===== config.mk =====
export PLATFORM = sky130hd
export DESIGN_NAME = boot_loader_flat
export DESIGN_NICKNAME = d
export VERILOG_FILES = /design/src/rtl/boot_loader_pkg.sv /design/src/rtl/boot_loader_if.sv /design/src/rtl/boot_loader_packer.sv /design/src/rtl/boot_loader.sv /design/src/flat_wrapper.sv
export SDC_FILE = /design/constraint.sdc
export NUM_CORES = 1
export LEC_CHECK = 0
export BUFFER_PORTS_ARGS = -buffer_cell sky130_fd_sc_hd__buf_2
export CAP_MARGIN = 20
export CORE_ASPECT_RATIO = 1.25
export CORE_MARGIN = 5
export CORE_UTILIZATION = 35
export DETAILED_ROUTE_END_ITERATION = 8
export PLACE_DENSITY = 0.62
export SLEW_MARGIN = 20
export SYNTH_ARGS = -nofsm -noshare
export SYNTH_HDL_FRONTEND = slang
export SYNTH_SLANG_ARGS = --single-unit

===== constraint.sdc =====
create_clock -name clk -period 2 [get_ports clk]
set_input_delay 0.1 -clock clk [delete_from_list [all_inputs] [get_ports clk]]
set_output_delay 0.1 -clock clk [all_outputs]
set_load 0.02 [all_outputs]

===== src/rtl/boot_loader_pkg.sv =====
// Shared types and sizing helpers for the boot loader and its byte packer.
package boot_loader_pkg;

   typedef enum logic [2:0] {
      S_IDLE,
      S_LEN,
      S_DATA,
      S_WRITE,
      S_CHECK,
      S_DONE,
      S_ERROR
   } state_e;

   localparam int LEN_BYTES = 2;

   function automatic int bytes_per_word(input int dw);
      return dw / 8;
   endfunction

   // Single-byte words still need a 1-bit counter to stay legal.
   function automatic int byte_cnt_w(input int dw);
      return (dw / 8 > 1) ? $clog2(dw / 8) : 1;
   endfunction

endpackage


===== src/rtl/boot_loader_if.sv =====
// Byte-stream (valid/ready) and RAM write-port bundles used by boot_loader.
interface boot_stream_if;
   logic       in_valid;
   logic [7:0] in_data;
   logic       in_ready;

   modport master (output in_valid, output in_data, input  in_ready);
   modport slave  (input  in_valid, input  in_data, output in_ready);
endinterface

interface boot_mem_if #(
   parameter int DATA_WIDTH = 32,
   parameter int BUS_WIDTH  = 17
);
   logic                  memwrite;
   logic [BUS_WIDTH-1:0]  adr;
   logic [DATA_WIDTH-1:0] writedata;

   modport master (output memwrite, output adr, output writedata);
   modport slave  (input  memwrite, input  adr, input  writedata);
endinterface


===== src/rtl/boot_loader_packer.sv =====
// byte_packer: assembles little-endian bytes into a DATA_WIDTH word.
// last_o flags the byte that completes the word; full_o holds until cleared.
module byte_packer
   import boot_loader_pkg::*;
#(
   parameter int DATA_WIDTH = 32
)(
   input  logic                  clk,
   input  logic                  reset,
   input  logic                  clr_i,
   input  logic                  shift_i,
   input  logic [7:0]            byte_i,
   output logic [DATA_WIDTH-1:0] word_o,
   output logic                  last_o,
   output logic                  full_o
);
   localparam int B  = bytes_per_word(DATA_WIDTH);
   localparam int CW = byte_cnt_w(DATA_WIDTH);

   logic [B-1:0][7:0] lane_q;
   logic [CW-1:0]     cnt_q, cnt_d;
   logic              full_q, full_d;

   assign last_o = shift_i && (cnt_q == CW'(B - 1));
   assign full_o = full_q;
   assign word_o = lane_q;

   always_comb begin
      cnt_d  = cnt_q;
      full_d = full_q;
      if (clr_i) begin
         cnt_d  = '0;
         full_d = 1'b0;
      end else if (shift_i) begin
         cnt_d  = last_o ? '0 : cnt_q + 1'b1;
         full_d = full_q | last_o;
      end
   end

   always_ff @(posedge clk or negedge reset) begin
      if (!reset) begin
         cnt_q  <= '0;
         full_q <= 1'b0;
      end else begin
         cnt_q  <= cnt_d;
         full_q <= full_d;
      end
   end

   // New bytes enter the top lane and walk down, so byte 0 ends in lane 0.
   for (genvar i = 0; i < B; i++) begin : g_lane
      always_ff @(posedge clk or negedge reset) begin
         if (!reset) begin
            lane_q[i] <= '0;
         end else if (clr_i) begin
            lane_q[i] <= '0;
         end else if (shift_i) begin
            if (i == B - 1) lane_q[i] <= byte_i;
            else            lane_q[i] <= lane_q[(i + 1) % B];
         end
      end
   end

endmodule


===== src/rtl/boot_loader.sv =====
// Streams a length-prefixed word image into RAM, then releases the core.
// Optional trailing XOR checksum byte is enabled by `define BOOT_CHECKSUM_EN.
module boot_loader
   import boot_loader_pkg::*;
#(
   parameter int                   DATA_WIDTH = 32,
   parameter int                   BUS_WIDTH  = 17,
   parameter logic [BUS_WIDTH-1:0] BASE_ADR   = '0
)(
   input  logic         clk,
   input  logic         reset,
   input  logic         start_i,
   boot_stream_if.slave strm,
   boot_mem_if.master   mem,
   output logic         core_reset_o,
   output logic         done_o,
   output logic         error_o
);
   localparam int B  = bytes_per_word(DATA_WIDTH);
   localparam int LB = 8 * LEN_BYTES;
   localparam int LW = (LEN_BYTES > 1) ? $clog2(LEN_BYTES) : 1;
   localparam logic [BUS_WIDTH-1:0] ADR_STEP = BUS_WIDTH'(B);
`ifdef BOOT_CHECKSUM_EN
   localparam state_e S_AFTER = S_CHECK;
`else
   localparam state_e S_AFTER = S_DONE;
`endif

   state_e                state_q, state_d;
   logic [LB-1:0]         wcnt_q, wcnt_d;
   logic [LW-1:0]         len_idx_q, len_idx_d;
   logic [BUS_WIDTH-1:0]  adr_q, adr_d;
   logic [DATA_WIDTH-1:0] wdata_q;
   logic [LB-1:0]         len_next;
   logic                  ready, wr, take, restart;
   logic                  pk_shift, pk_clr, pk_last, pk_full;
   logic [DATA_WIDTH-1:0] pk_word;

   assign take     = strm.in_valid & ready;
   assign len_next = {strm.in_data, wcnt_q[LB-1:8]};
   assign pk_clr   = wr | restart;

   byte_packer #(.DATA_WIDTH(DATA_WIDTH)) u_packer (
      .clk     (clk),
      .reset   (reset),
      .clr_i   (pk_clr),
      .shift_i (pk_shift),
      .byte_i  (strm.in_data),
      .word_o  (pk_word),
      .last_o  (pk_last),
      .full_o  (pk_full)
   );

`ifdef BOOT_CHECKSUM_EN
   logic [7:0] csum_q;

   always_ff @(posedge clk or negedge reset) begin
      if (!reset)        csum_q <= '0;
      else if (restart)  csum_q <= '0;
      else if (pk_shift) csum_q <= csum_q ^ strm.in_data;
   end

   assign error_o = (state_q == S_ERROR);
`else
   assign error_o = 1'b0;
`endif

   always_comb begin
      state_d   = state_q;
      wcnt_d    = wcnt_q;
      len_idx_d = len_idx_q;
      adr_d     = adr_q;
      ready     = 1'b0;
      wr        = 1'b0;
      pk_shift  = 1'b0;
      restart   = 1'b0;
      unique case (state_q)
         S_IDLE, S_DONE, S_ERROR: begin
            if (start_i) begin
               state_d   = S_LEN;
               adr_d     = BASE_ADR;
               len_idx_d = '0;
               restart   = 1'b1;
            end
         end
         S_LEN: begin
            ready = 1'b1;
            if (take) begin
               wcnt_d    = len_next;
               len_idx_d = len_idx_q + 1'b1;
               if (len_idx_q == LW'(LEN_BYTES - 1)) begin
                  len_idx_d = '0;
                  state_d   = (len_next == '0) ? S_AFTER : S_DATA;
               end
            end
         end
         S_DATA: begin
            ready = 1'b1;
            if (take) begin
               pk_shift = 1'b1;
               if (pk_last) state_d = S_WRITE;
            end
         end
         S_WRITE: begin
            wr     = pk_full;
            adr_d  = adr_q + ADR_STEP;
            wcnt_d = wcnt_q - 1'b1;
            state_d = (wcnt_q == LB'(1)) ? S_AFTER : S_DATA;
         end
`ifdef BOOT_CHECKSUM_EN
         S_CHECK: begin
            ready = 1'b1;
            if (take) state_d = (strm.in_data == csum_q) ? S_DONE : S_ERROR;
         end
`endif
         default: state_d = S_IDLE;
      endcase
   end

   always_ff @(posedge clk or negedge reset) begin
      if (!reset) begin
         state_q   <= S_IDLE;
         wcnt_q    <= '0;
         len_idx_q <= '0;
         adr_q     <= BASE_ADR;
         wdata_q   <= '0;
      end else begin
         state_q   <= state_d;
         wcnt_q    <= wcnt_d;
         len_idx_q <= len_idx_d;
         adr_q     <= adr_d;
         if (wr) wdata_q <= pk_word;
      end
   end

   // writedata shows the fresh word during WRITE and holds it afterwards.
   assign strm.in_ready  = ready;
   assign mem.memwrite   = wr;
   assign mem.adr        = adr_q;
   assign mem.writedata  = wr ? pk_word : wdata_q;
   assign core_reset_o   = (state_q != S_DONE);
   assign done_o         = (state_q == S_DONE);

endmodule


===== src/flat_wrapper.sv =====
// flat-port wrapper written by rule: the top's interface ports become plain ports
module boot_loader_flat import boot_loader_pkg::*;
#(
   parameter int                   DATA_WIDTH = 32,
   parameter int                   BUS_WIDTH  = 17,
   parameter logic [BUS_WIDTH-1:0] BASE_ADR   = '0
)
  (clk, reset, start_i, core_reset_o, done_o, error_o, strm_in_valid, strm_in_data, strm_in_ready, mem_memwrite, mem_adr, mem_writedata);
  boot_stream_if strm_i ();
  boot_mem_if #(.DATA_WIDTH(DATA_WIDTH), .BUS_WIDTH(BUS_WIDTH)) mem_i ();
  input  logic clk;
  input  logic reset;
  input  logic start_i;
  output logic core_reset_o;
  output logic done_o;
  output logic error_o;
  input wire logic [$bits(strm_i.in_valid)-1:0] strm_in_valid;
  input wire logic [$bits(strm_i.in_data)-1:0] strm_in_data;
  output wire logic [$bits(strm_i.in_ready)-1:0] strm_in_ready;
  output wire logic [$bits(mem_i.memwrite)-1:0] mem_memwrite;
  output wire logic [$bits(mem_i.adr)-1:0] mem_adr;
  output wire logic [$bits(mem_i.writedata)-1:0] mem_writedata;
  assign strm_i.in_valid = strm_in_valid;
  assign strm_i.in_data = strm_in_data;
  assign strm_in_ready = strm_i.in_ready;
  assign mem_memwrite = mem_i.memwrite;
  assign mem_adr = mem_i.adr;
  assign mem_writedata = mem_i.writedata;
  boot_loader #(.DATA_WIDTH(DATA_WIDTH), .BUS_WIDTH(BUS_WIDTH), .BASE_ADR(BASE_ADR)) u_core (.clk(clk), .reset(reset), .start_i(start_i), .strm(strm_i), .mem(mem_i), .core_reset_o(core_reset_o), .done_o(done_o), .error_o(error_o));
endmodule

### Word level (Yosys, flattened, before mapping)

Cells that the tools add are included.

| cells by class | value |
|---|---|
| divide/modulo/power cells | 0 |
| shift operators | 0 |
| bitwise gates (word level) | 3 |
| multiply operators | 0 |
| $lt $le $gt $ge | 0 |
| equality and inequality tests | 13 |
| add/subtract/negate cells | 4 |
| muxes and demuxes | 36 |
| reduce and logical (&&, ||, !) cells | 13 |

Operators by type and width:

| cell | count |
|---|---|
| $mux W8 | 8 |
| $pmux W17 S2 | 1 |
| $mux W32 | 1 |
| $pmux W16 S2 | 1 |
| $mux W3 | 7 |
| $add A17 B3 Y17 const B | 1 |
| $mux W17 | 1 |
| $eq A16 B1 Y1 const B | 1 |
| $logic_not A16 Y1 | 1 |
| $mux W16 | 1 |
| $sub A16 B1 Y16 const B | 1 |
| $pmux W3 S4 | 1 |
| $mux W1 | 11 |
| $reduce_bool A2 Y1 | 4 |
| $eq A3 B2 Y1 const B | 2 |
| $eq A3 B3 Y1 const B | 2 |
| $mux W2 | 3 |
| $ne A2 B1 Y1 const B | 3 |
| $reduce_and A5 Y1 | 1 |
| $ne A2 B2 Y1 const B | 2 |
| $reduce_and A2 Y1 | 2 |
| $eq A3 B1 Y1 const B | 1 |
| $logic_not A3 Y1 | 1 |
| $ne A3 B3 Y1 const B | 1 |
| 10 further kinds | 11 |

| storage, ports and cells | value |
|---|---|
| memory bits (read-only) | 0 |
| latch bits | 0 |
| memories kept | 0 |
| output and inout port bits | 54 |
| input bits | 12 |
| flip-flop bits (word level) | 104 |
| RAM bits | 0 |

### Depth between registers and ports, before layout

Gate-level depths: netlist of run 1.

| logic depth | value |
|---|---|
| depth after elaboration | 10 |
| depth in mapped cells | 8 |
| gate-level depth less buffers | 6 |

### Cells and area by module

A second synthesis of run 1 with hierarchy kept.

| second synthesis, totals | value |
|---|---|
| cells, all modules | 422 |
| area, all modules | 4717.0 sq um |

By module, submodules not included:

| module | cells an instance | seq. area each (sq um) | area each (sq um) | times used |
|---|---|---|---|---|
| boot_loader | 307 | 1676.6 | 3254.4 | 1 |
| byte_packer | 115 | 875.8 | 1462.7 | 1 |

### Least setup slack after synthesis of run 1

OpenSTA, ideal clock, no wires.

| path | value |
|---|---|
| path type | register to register |
| start | reg u_core.state_q[1] |
| end | reg u_core.u_packer.lane_q (netlist bit u_core.u_packer.word_o[10]) |
| data required time | 1.864 ns |
| cell stages (with the launch flop) | 9 |
| data arrival time | 1.756 ns |
| period minus slack after synthesis | 1.892 ns |
| path slack | 0.108 ns |
| library setup time | 0.136 ns |
| path buffers | 2 |
| path through | dfrtp_1 > buf_2 > nor2b_1 > nand2_1 > inv_1 > o21ai_1 > nand2_1 > clkbuf_1 > a21oi_1 |

| on the way | value |
|---|---|
| elaborated cells on any way between the ends | 17 |
| those cells by class | eq/ne: 5; mux: 6; bitwise: 2; reduce/logical: 4 |

RTL lines:

| element | line | RTL |
|---|---|---|
| start: declaration | boot_loader.sv:29 | `state_e state_q, state_d;` |
| start signal: assignment | boot_loader.sv:128 | `state_q <= state_d;` |
| $eq A3 B3 Y1 (*) | - |  |
| via done_o | flat_wrapper.sv:15 | `output logic done_o;` |
| $reduce_or A3 Y1 (*) | boot_loader.sv:77 | `unique case (state_q)` |
| $mux W1 (*) | boot_loader.sv:77 |  |
| $or A1 B1 Y1 (*) | boot_loader.sv:41 | `assign pk_clr = wr \| restart;` |
| $mux W8 or $reduce_bool A2 Y1 (tied branches) | - |  |
| end signal: indexed assignment | boot_loader_packer.sv:58 | `if (i == B - 1) lane_q[i] <= byte_i;` |
| end signal: indexed assignment | boot_loader_packer.sv:59 | `else lane_q[i] <= lane_q[(i + 1) % B];` |
| end: declaration | boot_loader_packer.sv:20 | `logic [B-1:0][7:0] lane_q;` |

Mark *: on every way through the listed nets, which the timed path passes. The rest lies on a longest branch.
A chain may end at the register's enable or synchronous reset.

### Worst setup path in the final report of run 1

| path | value |
|---|---|
| start | reg u_core.state_q[2] |
| end | out mem_writedata[30] |

| on the way | value |
|---|---|
| word-level cells in the longest chain between the ends | 3 |

Ends and longest elaborated chain:

| element | line | RTL |
|---|---|---|
| $eq A3 B2 Y1 | boot_loader.sv:77 |  |
| $mux W1 | boot_loader.sv:77 |  |
| $mux W32 | boot_loader.sv:140 | `assign mem.writedata = wr ? pk_word : wdata_q;` |
| end: declaration | flat_wrapper.sv:22 | `output wire logic [$bits(mem_i.writedata)-1:0] mem_writedata;` |

Every way passes these cells.

==> summary by stage, run 1 <==
Status
The flow ran to the end, but the final reports show violations. The final reports fail on negative setup slack.

Clock tree
The largest buffer count on any clock path is 2. The clock sink count is 102. Buffers inserted during clock tree synthesis total 9. The H-tree was split into 3 levels. Clock latency on the worst-skew pair, taken at its later pin, is roughly 350 ps. The clock tree root driver cell is clkbuf_16. The clock transition at the registers of the reported paths is 70 ps. The clock tree from TritonCTS is built.

Critical path
The most frequent cell on the critical path is buf_12. The worst setup path is launched from a flop. The stage delay of the slowest cell on the critical path is 370 ps. The capturing point of the worst reg2reg path is u_core.wcnt_q[14].

Walking the worst path, the cells encountered are and2b_1 -> and2_4 -> nand2_8 -> buf_12 -> buf_12 -> mux2_4 -> buf_6. Grouping stages by cell kind, the critical path spends the most delay in simple AND/OR/NAND/NOR gates. Tracing the worst setup path back leads to its startpoint at u_core.state_q[2]. The total stage count of the critical path is 7. Data arrives at the worst endpoint at 1930 ps.

The startpoint identified for the worst register-to-register timing path is u_core.wcnt_q[2]. Across all register-to-register paths, the minimum setup slack is 130 ps. The timing endpoint of the critical path is mem_writedata[30]. The worst-path cell with the longest stage delay is dfrtp_1.

The critical-path maximum fanout is 8. By startpoint and endpoint, the worst setup path is classified as reg -> out. The number of buffers and inverters on the critical path is 3.

The worst setup path is captured at an output port. The number of cell instances on the worst register-to-register path is 5. The critical path required time is between 1500 and 2000 ps.

Synth
In the synthesized netlist, mux cells make up 8.074% of the area. The post-synthesis xor/xnor area fraction is less than 1%. The number of enable-type register cells in the synthesized netlist is 0. Ranked by total cell area, the synthesized netlist is headed by dfrtp_1, nand2_1, mux2_2, a21oi_1, nand3_1.

The fraction of the yosys area taken by sequential cells is 54.18%. Counting every instance in the synthesized netlist gives around 480. The share of synthesized cell area in and, or, nand and nor gates is approximately a fifth.

The number of distinct standard cells referenced by the synthesized netlist is 51. In the synthesized netlist the dominant register cell turns out to be dfrtp_1. The largest total area in the synthesized netlist belongs to dfrtp_1. The synthesized flop and latch total is 102. Of the total synthesized cell area, the portion taken by full adders, half adders and majority gates is roughly 1.1%.

The post-synthesis compound-gate area fraction is between 10% and 20%. The Yosys step of the flow raised 0 warnings. For this run, asynchronously set or reset flops after synthesis account for 100.0%. The mean cell area of the mapped netlist is 9.855 um2. Of the post-synthesis cell area, the dominant cell type holds 54.18%. By area, the combinational part of the netlist is dominated by simple AND/OR/NAND/NOR gates. The synthesized netlist occupies a cell area of between 4000 and 5000 um2.

Power
The overall power after layout is ~6.6 mW. The analysis attributes to cell leakage a power of 2.852 nW. IR analysis of the VDD net gives a maximum drop of 0.6098 mV.

The power density relative to cell area is 1097 nW/um2.

Floorplan
Once the floorplan was initialized, standard cells occupied 35.60% of the core. The area of the core is 13,230 um2. The floorplan step defined a die boundary enclosing 15,890 um2. The width of the die is 113.8 um. From bottom edge to top edge, the die measures 139.7 um. For this design the top-level I/O count stands at 66. The floorplan row count is 47.

Timing
Setup repair after global routing could not meet its margin everywhere. The final hold slack is 25.54 ps. The timing-limited maximum frequency is 0.4926 GHz. The slew of the pin with the lowest slew margin is 583.1 ps. The hold violation count in the final report was 0. The share of the cycle needed by the critical path after routing is 101.5%.

Counting I/O delays and the setup requirement, the final critical path takes ~2000 ps. Measured against its own limit, the worst slew margin works out to 61.13%. The number of slew-limit violations in the final report is 0. The post-route worst setup slack is -30.04 ps. The setup violation total in the final timing report is 15.

The setup skew after layout is 7.720 ps.

Drt
The final route contains 3,824 vias. The mean number of vias per cell is 5.175. The total wirelength of the detailed-routed design is 11,420 um. In the routed design, unresolved DRC markers number 0. In the final routed layout, each cell accounts on average for 15.45 um. Before antenna repair, the detailed router went through 5 iterations.

The remaining antenna violation count is 0. In this run, the number of DRC markers left after iteration 0 of detailed routing was 344.

Final layout
In the final design database the tool counted 579 nets. 0 antenna diodes ended up in the layout. The area overhead of the layout relative to synthesis is 27.89%. The post-route netlist has 26.76% of its cells at a drive strength greater than 1. The final design instance area without fill is 6025 um2.

Global route
The pin count of the biggest net entering global routing is a little over 100. The first global-routing pass estimated 19,130 um of wire. The via count of the first global-routing pass is between 3,000 and 4,000.

The total congestion overflow is 0. Across every metal layer, demand over resource in global routing totals roughly 15%. The initial antenna violation count is 0.

Worst hold path
The launch instance of the worst min-delay path is strm_in_data[6]. The worst min-delay path class is in -> reg.

Place
During placement, the flow inserted port buffers numbering 62. The HPWL after detailed placement is 7634 um. The final weighted congestion of routability-driven global placement is around 0.83. Summing all placed instances gives a cell area of 5320 um2.

Flow run
The number of max-cap violations is 0.
## what timing repair did
item,in CTS,in global routing
hold endpoints to repair,106,0
gates resized for setup,59,7
pin swaps,0,0
setup buffers,7,3
gates cloned,2,0
hold buffers,5,0
setup endpoints to repair,32,33
## area by class of cell
class | count | area [um2]
Multi-Input combinational cell | 346 | 2107
Timing Repair Buffer | 99 | 832.0
Tap cell | 171 | 214.0
Sequential cell | 102 | 2554
Clock buffer | 11 | 232.7
Inverter | 5 | 18.77
Clock inverter | 5 | 66.31
Fill cell | 1280 | 7207
## state kept, by name (all words and copies together) (netlist names)
register / count
u_core.mem.adr: 15
u_core.u_packer.full_o: 1
u_core.u_packer.word_o: 32
u_core.state_q: 3
u_core.len_idx_q: 1
u_core.u_packer.cnt_q: 2
u_core.wdata_q: 32
u_core.wcnt_q: 16
## routing by layer
metal	global-route usage, %	vias up	wire length, um
li1	-	1845	-
met3	4.646	21	753
met4	4.367	0	182
met2	24.70	113	5698
met5	0	-	0
met1	18.43	1845	4784
## placed cells by master (no fill, tap or decap), types with 4 or more instances in the layout
master / netlist / final
buf_6: 0 / 19
dlygate4sd3_1: 0 / 5
buf_2: 10 / 42
mux2_4: 0 / 17
ha_1: 4 / 4
inv_1: 5 / 5
dfrtp_1: 102 / 101
a21oi_1: 49 / 49
nor2_1: 30 / 30
nand3_1: 23 / 23
o311ai_0: 6 / 6
nand4_1: 4 / 4
nand2_1: 100 / 98
buf_4: 3 / 25
buf_12: 0 / 5
o211ai_1: 6 / 6
mux2_2: 32 / 15
nor3_1: 8 / 8
a31oi_1: 5 / 5
o21ai_0: 19 / 19
or3_1: 4 / 4
nor4_1: 4 / 4
clkbuf_16: 0 / 9
nor2b_1: 4 / 4
## logic make-up (layout without fill, tap and decap cells)
family	count (synthesis)	count (layout)
compound gates	105	105
xor+xnor	2	2
fa+ha+maj	4	4
buf+inv	32	120
flops	102	102
mux	34	34
other cells	1	3
simple gates	198	198
## how the worst min path moves through the flow
stage	to	depth (start not counted)
floorplan	u_core.len_idx_q	0
global placement	u_core.wdata_q[20]	2
detailed placement	u_core.wdata_q[21]	2
CTS	u_core.u_packer.word_o[30]	3
global route	u_core.u_packer.word_o[24]	3
finish	u_core.u_packer.word_o[30]	3
## metrics by stage
step / TNS [ps] / util [%] / instances / setup slack (ps)
3_3_place_gp: 0 / 40.21 / 706 / 155.6
5_1_grt: -1429 / 45.53 / 739 / -95.38
6_report: -271.2 / 45.53 / 739 / -30.04
2_1_floorplan: 0 / - / 480 / 107.8
4_1_cts: -1110 / 45.21 / 736 / -76.15
3_5_place_dp: 0 / 40.21 / 706 / 125.2
## Yosys cell counts, types with 2 or more instances
library cell	count
and2_1	3
mux2_2	32
ha_1	4
clkbuf_1	14
o21ai_0	19
nand2b_1	2
o31ai_1	3
nand4_1	4
o311ai_0	6
nor2_1	30
or3_1	4
a31oi_1	5
nand2_1	100
and3_1	3
nor3_1	8
inv_1	5
a221o_1	2
a22oi_1	2
nor2b_1	4
nor4_1	4
o211ai_1	6
dfrtp_1	102
a21o_1	2
nand3_1	23
mux2i_1	2
a21oi_1	49
buf_2	10
buf_4	3
nor3b_1	3
o21a_1	3
## worst reg2reg max path, stage by stage, from the launching register on
cell and delay (ps):
dfrtp_1 460, or4_4 560, nor4b_4 250, nand3_1 130, a21o_1 190, a22o_1 180
## report_power, final
| group | switching (mW) | internal (mW) | total, mW |
|---|---|---|---|
| sequential | 0.461 | 2.44 | 2.91 |
| combinational | 1.15 | 0.784 | 1.94 |
| clock | 0.780 | 0.989 | 1.77 |
| total | 2.39 | 4.22 | 6.61 |
No activity file was read; power rests on OpenSTA's default activity.
==> run 2, diff against run 1 <==
HOLD_SLACK_MARGIN = 0.06   (was default)
REMOVE_ABC_BUFFERS = 1   (was default)
SETUP_SLACK_MARGIN = 0.1   (was default)
==> summary by stage, run 2 (same netlist as run 1, synthesis figures left out) <==
Critical path
The critical path goes through and2b_1 -> and2_4 -> nand2_8 -> buf_12 -> buf_12 -> mux2_4 -> buf_6. The cell that appears most often on the critical path is buf_12. By startpoint and endpoint, the worst setup path is classified as reg -> out. STA classifies the critical path startpoint as a flop.

The kind of end point of the critical path is an output port. The critical path required time is 1900 ps (about the same). The data arrival time of the worst path is 1970 ps (+40 ps). The critical-path maximum fanout came to 7 (-1).

The stage delay of the slowest cell on the critical path is 430 ps (+60 ps). The slowest stage of the critical path is the dfrtp_2 cell.

Clock tree
The clock sink count came to 102 (unchanged). The number of levels in the clock H-tree came to 3 (unchanged). The worst-skew pair later-pin latency came to 340 ps (about the same). The number of buffers created by CTS is 9 (unchanged). The largest buffer count on any clock path is 2 (unchanged). The clock transition at the registers of the reported paths is 60 ps (about the same). The clock tree from TritonCTS is built.

The clock tree root driver cell is clkbuf_16.

Floorplan
The area of the core came to 13,230 um2 (unchanged). The width of the die came to 113.8 um (unchanged). The floorplan row count is 47 (unchanged).

The full die area is 15,890 um2 (unchanged). The top-level I/O count is 66 (unchanged). The y dimension of the die came to 139.7 um (unchanged). The effective utilization at floorplan is 35.60% (unchanged).

Drt
The detailed-route wire length per cell was 15.59 um (+0.92%). The violation count after the first detailed-route iteration is 287 (-17%). The detailed-router iteration count before antenna repair came to 4 (-1). The remaining routing DRC violations was 0 (unchanged).

The remaining antenna violation count is 0 (unchanged). The mean number of vias per cell is 5.174 (about the same). The overall via count from detail_route came to 3,896 (+1.9%). The total wirelength of the detailed-routed design is 11,740 um (+2.8%).

Global route
The total congestion overflow came to 0 (unchanged). The pin count of the biggest net entering global routing is 47 (-54%). The busiest metal layer after global routing is met2.

The met3 usage in global routing is 3.300% (-1.3 points). The global-route wire length before repair is 19,480 um (+1.8%). The global-route track usage on met2 was 25.19% (+0.50 points).

The met1 track utilization from global routing is 19.34% (+0.91 points). The via count of the first global-routing pass is 3,817 (-2.7%). The aggregate global-route resource usage is 15.07% (+0.23 points). The initial antenna violation count is 0 (unchanged).

Place
The final weighted congestion of routability-driven global placement is 0.8845 (+6.7%). The post-placement cell count was 710 (+0.57%). The port buffer count is 62 (unchanged).

The HPWL after detailed placement came to 8015 um (+5.0%).

Final layout
The antenna cell count is 0 (unchanged). The final cell count without fillers was 753 (+1.9%). The fraction of final layout cells with drive strength greater than 1 is 28.87% (+2.1 points). The net count reported at finish is 594 (+2.6%). The utilization after layout is 46.66% (+1.1 points). In the layout the commonest cells are nand2_1, dfrtp_1, a21oi_1. Relative to the synthesized area, the layout overhead comes to 31.05%.

The most frequent standard cell in the layout excluding fill and tap cells is nand2_1. The fill cell total of the finished layout is 1,273 (-0.55%).

Timing
The headroom to the max-slew limit is 59.40% (-1.7 points). The share of the cycle needed by the critical path after routing is 103.4% (+1.9 points). The timing-limited maximum frequency was 0.4833 GHz (-1.9%). The setup skew after layout was 5.218 ps (-2.501 ps). The hold violation count in the final report is 0 (unchanged). The setup violation total in the final timing report is 14 (-1). The number of slew-limit violations in the final report is 0 (unchanged). The post-route worst setup slack is -68.93 ps (-38.90 ps). Setup repair after global routing could not meet its margin everywhere.

The slew of the pin with the lowest slew margin is 609.0 ps (+25.94 ps). The final critical-path required period is 2069 ps (+38.90 ps).

Flow run
The number of max-cap violations is 0 (unchanged).

Power
The net switching power came to 2.438 mW (+1.9%). The overall power after layout is 6.676 mW (+0.98%). The cell-internal power is 4.238 mW (+0.48%). The proportion of power drawn by flip-flops and latches is 43.8% (-0.2 points). The relative contribution of combinational cells to total power is 32.5% (+3.2 points).

The part of the power in the clock network is 23.7% (-3.1 points). The leakage power summed over all cells was 2.908 nW (+2.0%). The share of total power consumed by net switching is 36.51% (+0.32 points). The power density relative to cell area is 1081 nW/um2 (-1.5%). The maximum resistive drop on vdd was 0.5276 mV (-13%).

Status
The flow ran to the end, but the final reports show violations. The final reports fail on negative setup slack.

Worst hold path
The worst hold path belongs to the class in -> reg.
-- run 2: changes by cell type in the layout (fill, tap and decap cells not counted), sizes merged --
cell         change
buf             +11
dlygate4sd3      +4
clkinvlp         +2
inv              -2
bufinv           -1
clkbuf           -1
clkinv           +1
-- run 2: power by group through the flow --
stage                     registers (mW)  clock network (mW)  logic, mW
final                               2.92                1.58       2.17
after detailed placement            2.93                   0       1.96
after CTS                           2.90                1.63       2.02
after global placement              2.91                   0       1.92
after floorplan                     2.90                   0       1.17
after global routing                2.98                1.74       2.40
-- run 2: timing repair --
item,4_1_cts,5_1_grt
endpoints found under the setup margin,32,77
gates resized for setup,70,13
setup buffers,6,12
pin swaps,1,4
hold buffers,9,0
cloned,2,0
hold endpoints to repair,55,0
-- run 2: layout make-up --
| class | count | area, um2 | share of cell area (%) |
|---|---|---|---|
| sequential | 102 | 2559 | 41.45 |
| multi-input combinational | 346 | 2110 | 34.17 |
| timing repair buffer | 114 | 1007 | 16.32 |
| clock buffer | 10 | 229.0 | 3.709 |
| tap | 171 | 214.0 | 3.466 |
| clock inverter | 5 | 36.28 | 0.5878 |
| inverter | 5 | 18.77 | 0.3040 |
-- run 2: path summary, 6_finish.rpt --
check                      cells past startpoint  slack (ps)                        end                from
setup / recovery                               7         -70          mem_writedata[18]   u_core.state_q[2]
hold / removal                                 4         180           u_core.len_idx_q             start_i
setup reg to reg                               5         140          u_core.wcnt_q[14]    u_core.wcnt_q[3]
hold reg to reg                                1         500         u_core.mem.adr[16]  u_core.mem.adr[16]
max in group asynchronous                      3        1060  u_core.u_packer.word_o[3]               reset
min in group asynchronous                      2         310          u_core.wdata_q[4]               reset
-- run 2: layer usage --
layer	vias to the layer above	share of wire (%)
li1	1872	-
met1	1905	43
met2	96	51
met3	23	4.1
met4	0	2.0
met5	-	0
-- run 2: through the flow --
step / TNS (ps) / worst slack [ps] / hold slack [ps] / instance area (um2)
2_1_floorplan: -98350 / -1265 / -195.6 / 4593
3_3_place_gp: 0 / 144.6 / 142.5 / 5350
3_5_place_dp: 0 / 120.9 / 154.7 / 5350
4_1_cts: -1322 / -79.05 / 161.5 / 6047
5_1_grt: -2267 / -138.3 / 188.3 / 6173
6_report: -777.4 / -68.93 / 175.8 / 6173
-- run 2: critical path, delay by kind of cell, from the launching register on --
family | cells | cell delay, ps
simple gates | 3 | 470
flops | 1 | 430
buf+inv | 3 | 420
mux | 1 | 310
